<file path="src/rtl/alu_arbiter.sv">
// alu_arbiter
// Lets two requesters share one combinational ALU, at most one operation
// per clock. A is the instruction datapath and B is the auxiliary/debug
// engine. The arbiter drives the external ALU inputs and captures its
// result into a registered result slot for the requester that won.
//
// Ports
//   clock, reset                   clock; synchronous active-high reset
//   a_valid / a_ready              A request handshake (a_ready = grant)
//   a_op, a_r0, a_r1               A op code and operands
//   a_res_valid / a_res_ready      A result slot handshake
//   a_res                          A result slot contents
//   b_*                            same set of ports for requester B
//   alu_op, alu_r0, alu_r1         driven to the shared alu instance
//   alu_res                        result returned by the alu instance
//
// State
//   last_grant | meaning
//   -----------+------------------------------------------------
//   1'b0       | A won the most recent grant, so B wins the next tie
//   1'b1       | B won the most recent grant (also the reset value),
//              | so A wins the next tie

module alu_arbiter #(
   parameter int WORD_SIZE = 18
) (
   input  logic                 clock,
   input  logic                 reset,

   input  logic                 a_valid,
   output logic                 a_ready,
   input  logic [3:0]           a_op,
   input  logic [WORD_SIZE-1:0] a_r0,
   input  logic [WORD_SIZE-1:0] a_r1,
   output logic                 a_res_valid,
   input  logic                 a_res_ready,
   output logic [WORD_SIZE-1:0] a_res,

   input  logic                 b_valid,
   output logic                 b_ready,
   input  logic [3:0]           b_op,
   input  logic [WORD_SIZE-1:0] b_r0,
   input  logic [WORD_SIZE-1:0] b_r1,
   output logic                 b_res_valid,
   input  logic                 b_res_ready,
   output logic [WORD_SIZE-1:0] b_res,

   output logic [3:0]           alu_op,
   output logic [WORD_SIZE-1:0] alu_r0,
   output logic [WORD_SIZE-1:0] alu_r1,
   input  logic [WORD_SIZE-1:0] alu_res
);

   localparam logic LAST_A = 1'b0;
   localparam logic LAST_B = 1'b1;

   logic last_grant;
   logic elig_a;
   logic elig_b;
   logic grant_a;
   logic grant_b;

   // A slot that is draining this cycle can take a new result at the same
   // edge, which keeps a streaming requester free of bubbles.
   assign elig_a = a_valid && (!a_res_valid || a_res_ready);
   assign elig_b = b_valid && (!b_res_valid || b_res_ready);

   // On a tie, the requester that did not win most recently goes first.
   always_comb begin
      grant_a = 1'b0;
      grant_b = 1'b0;
      if (elig_a && elig_b) begin
         grant_a = (last_grant == LAST_B);
         grant_b = (last_grant == LAST_A);
      end else begin
         grant_a = elig_a;
         grant_b = elig_b;
      end
   end

   assign a_ready = grant_a;
   assign b_ready = grant_b;

   // The ALU sees zeros when idle so its inputs do not toggle for nothing.
   always_comb begin
      alu_op = 4'd0;
      alu_r0 = '0;
      alu_r1 = '0;
      if (grant_a) begin
         alu_op = a_op;
         alu_r0 = a_r0;
         alu_r1 = a_r1;
      end else if (grant_b) begin
         alu_op = b_op;
         alu_r0 = b_r0;
         alu_r1 = b_r1;
      end
   end

   always_ff @(posedge clock) begin
      if (reset) begin
         last_grant <= LAST_B;
      end else if (grant_a) begin
         last_grant <= LAST_A;
      end else if (grant_b) begin
         last_grant <= LAST_B;
      end
   end

   // Result slot A. A grant has priority over a consume, so a slot that
   // drains while being refilled stays valid.
   always_ff @(posedge clock) begin
      if (reset) begin
         a_res_valid <= 1'b0;
         a_res       <= '0;
      end else if (grant_a) begin
         a_res_valid <= 1'b1;
         a_res       <= alu_res;
      end else if (a_res_ready) begin
         a_res_valid <= 1'b0;
      end
   end

   // Result slot B, same rules as slot A.
   always_ff @(posedge clock) begin
      if (reset) begin
         b_res_valid <= 1'b0;
         b_res       <= '0;
      end else if (grant_b) begin
         b_res_valid <= 1'b1;
         b_res       <= alu_res;
      end else if (b_res_ready) begin
         b_res_valid <= 1'b0;
      end
   end

endmodule

</file>
<file path="config.mk">
export PLATFORM = sky130hd
export DESIGN_NAME = alu_arbiter
export DESIGN_NICKNAME = d
export VERILOG_FILES = /design/src/rtl/alu_arbiter.sv
export SDC_FILE = /design/constraint.sdc
export NUM_CORES = 1
export LEC_CHECK = 0
export CAP_MARGIN = 20
export CELL_PAD_IN_SITES_DETAIL_PLACEMENT = 1
export CELL_PAD_IN_SITES_GLOBAL_PLACEMENT = 2
export CORE_MARGIN = 1
export CORE_UTILIZATION = 17
export DETAILED_ROUTE_END_ITERATION = 16
export MAX_ROUTING_LAYER = met4
export PLACE_DENSITY = 0.83
export SYNTH_ARGS = -nofsm -noshare
export SYNTH_HDL_FRONTEND = slang
export SYNTH_SLANG_ARGS = --single-unit
</file>
<file path="constraint.sdc">
create_clock -name clock -period 4.6 [get_ports clock]
set_clock_uncertainty 0.15 [all_clocks]
set_input_delay 1.38 -clock clock [delete_from_list [all_inputs] [get_ports clock]]
set_output_delay 1.38 -clock clock [all_outputs]
set_load 0.01 [all_outputs]
</file>
==> out/metrics.cfg <==
[critical_path]
r2r_cells=6
worstPathMaxFanout=24
timing.rr.start=a_res_valid
critical_path_class=input port to primary output
cp_data_required_time_ns=3.07
max_stage_delay_ns=0.55
r2r_slack_ns=2.92
cp.buffers_inverters=4
worstSetupStartpointType=input port
crit_chain=clkdlybuf4s50_1 -> nor2b_2 -> o211ai_4 -> inv_4 -> buf_12 -> clkdlybuf4s50_1
cp.depth=6
crit_family=buffers and inverters
worstPathArrival_ns=2.97
cpMostUsedCell=clkdlybuf4s50_1
end_kind=primary output
r2r-end=b_res[7]
cp_slowest_cell=clkdlybuf4s50_1

[grt]
grt_pass1_wl_um=12900
gr-total-overflow=0
grt_use_total_pct=13.3
grt_pass1_vias=2444
antenna_found_initial=0
grt_start_max_net_pins=58

[power]
power.internal_mw=0.875
clkPwrFrac_pct=34.6
power_density_mw_per_mm2=262
p_switching_mw=0.290
combPwrFrac_pct=33.1
swShare_pct=24.9
seq_power_share_pct=32.3
ir_drop_mv=0.198
p_leak_nw=2.23

[route]
drcViolationCount=0
antenna_left=0
post_drt_wl_per_cell_um=16.0
vias=2278
drt_wl_total_um=8550
wl_met3_um=706
drt-met1-wl_um=3480
wl_met2_um=4300
avgViaCountPerCell=4.26
drtPass1Iterations=4
top_layer=met4
first_iter_violations=132

[placed_design]
placed_area_mm2=0.00411
port_buffers=183
gp_congestion=0.705
post-place-cells=526
post-dp-hpwl_um=6380

[outcome]
status=completed

[sta]
setup_violations=0
min_period_ns=4.50
worst_pin_slew_ns=0.412
slew_headroom_pct=72.5
finalCritPeriodShare_pct=97.8
hold_viol_final=0
max_freq_ghz=0.222
holdWs_ns=0.325
rsz0062_at_grt=no
drv_slew=0

[clock_network]
cts_buffer_depth=2
clock_sinks=39
cts_buffers=5
htreeDepth=2
cts-root-buf=clkbuf_16
cts.clk_slew.worst_paths_ns=0.05
holdBufCountCts=0
cts_setup_buffers=0
cts_tree=yes
clock_latency_ns=0.27

[synthesis]
avgSynthCellArea_um2=10.3
synth-seq-cells=39
synth_top_area_share_pct=37.7
syn_area_mm2=0.00207
yosysTopAreaCell=dfxtp_1
yosys-top-cells-area=dfxtp_1 38%, mux2i_1 17%, nand2b_1 17%
synth_cells=202
ys_warn_count=0
synthDistinctLibCells=16
synth_nets=306
yosysSeqAreaShare_pct=37.7

[floorplan]
die-area_mm2=0.0126
row_count=39
fp.dieH_um=112
start_util_pct=17.8
die_w_um=112
io_pins=184
core_mm2=0.0117

[cells_and_area]
final_layout_size_suffix_gt1_share_pct=8.16
fin_area_mm2=0.00444
stdcell_count=535
antennaDiodeCount=0
fin_nets=495
area_growth_pct=114

[hold_path]
min_delay_path_depth=2
hp-start=b_res[5]
hold_path_end=b_res[5]
min_path_type=flip-flop to flip-flop

[job]
maxCapViolations=0

-- repair_timing --
item	in CTS	in global routing
resized for setup	3	43
endpoints found under the setup margin	40	40
gates cloned	0	1
-- cell families (layout without fill, tap and decap cells) --
kind of cell | count (synthesis) | after routing | share of synthesized area (%)
AND/OR/NAND/NOR | 61 | 61 | 18.3
flip-flops | 39 | 39 | 37.7
buffers and inverters | 18 | 208 | 6.04
multiplexers | 36 | 36 | 17.4
AO/OA/AOI/OAI | 48 | 48 | 20.5
-- power by group through the flow --
| stage | logic (mW) | clock network, mW | registers, mW |
|---|---|---|---|
| floorplan | 0.140 | 0 | 0.393 |
| global route | 0.412 | 0.433 | 0.379 |
| CTS | 0.394 | 0.418 | 0.376 |
| detailed placement | 0.392 | 0 | 0.383 |
| global placement | 0.387 | 0 | 0.382 |
| finish | 0.385 | 0.403 | 0.376 |
-- metal layers --
metal	GRT usage, %	vias up
met5	-	-
met4	3.20	0
met3	3.73	6
met2	24.3	119
met1	14.2	1059
li1	-	1094
-- synth_stat cells --
cell type,number
mux2i_1,36
a22o_1,40
buf_2,3
nor2b_1,2
buf_6,6
o21ai_0,2
buf_4,1
nand2_2,1
clkbuf_1,6
nand2b_1,57
inv_4,2
dfxtp_1,39
a21oi_1,3
o21bai_1,1
nor2_1,1
o211ai_4,2
-- state kept, by name, summed over array words and instances (netlist names) --
name,count
b_res,18
a_res_valid,1
b_res_valid,1
last_grant,1
a_res,18
-- per-stage QoR --
stage	util, %	worst slack, ns	power, mW	setup TNS [ns]
2_1_floorplan	-	0.819	0.533	0
3_3_place_gp	35.3	-0.185	0.769	-4.62
3_5_place_dp	35.3	-0.219	0.775	-6.02
4_1_cts	36.9	-0.134	1.19	-2.64
5_1_grt	38.1	0.0382	1.22	0
6_report	38.1	0.101	1.16	0
-- layout by cell type (no fill, tap or decap) --
master	instances
buf_4	11
nor2_1	1
clkbuf_8	1
nand2_2	1
a22o_1	40
dfxtp_1	39
o21bai_1	1
mux2i_1	36
a21oi_1	3
clkinv_2	1
clkdlybuf4s50_1	142
dlymetal6s2s_1	41
nor2b_4	1
o21ai_0	2
buf_12	3
inv_4	2
nand2b_1	55
nor2b_2	1
nand2b_4	2
o211ai_4	2
bufinv_16	1
clkbuf_16	6
-- worst reg2reg max path, delay by kind of cell (launching register included) --
| kind | cells | cell delay, ns |
|---|---|---|
| and+or+nand+nor | 1 | 0.21 |
| DFF | 1 | 0.39 |
| buffers and inverters | 3 | 0.52 |
| AOI/OAI and AO/OA | 1 | 0.11 |
| muxes | 1 | 0.23 |
-- cell type report --
class / instances / area (um^2)
Timing Repair Buffer: 198 / 2100
Clock inverter: 2 / 35.0
Sequential cell: 39 / 781
Multi-Input combinational cell: 145 / 1190
Inverter: 2 / 12.5
Clock buffer: 6 / 139
Fill cell: 1309 / 7220
Tap cell: 143 / 179
-- worst max-delay path by stage --
stage                            from        end  slack (ns)
after CTS                 a_res_ready  alu_r0[4]       -0.13
after global placement    a_res_ready  alu_r0[4]       -0.18
after global routing      b_res_ready    a_ready        0.04
after detailed placement  a_res_ready  alu_r0[4]       -0.22
after floorplan           a_res_ready  alu_op[0]        0.82
final                     b_res_ready    a_ready        0.10
(Power assumes the default switching activity.)
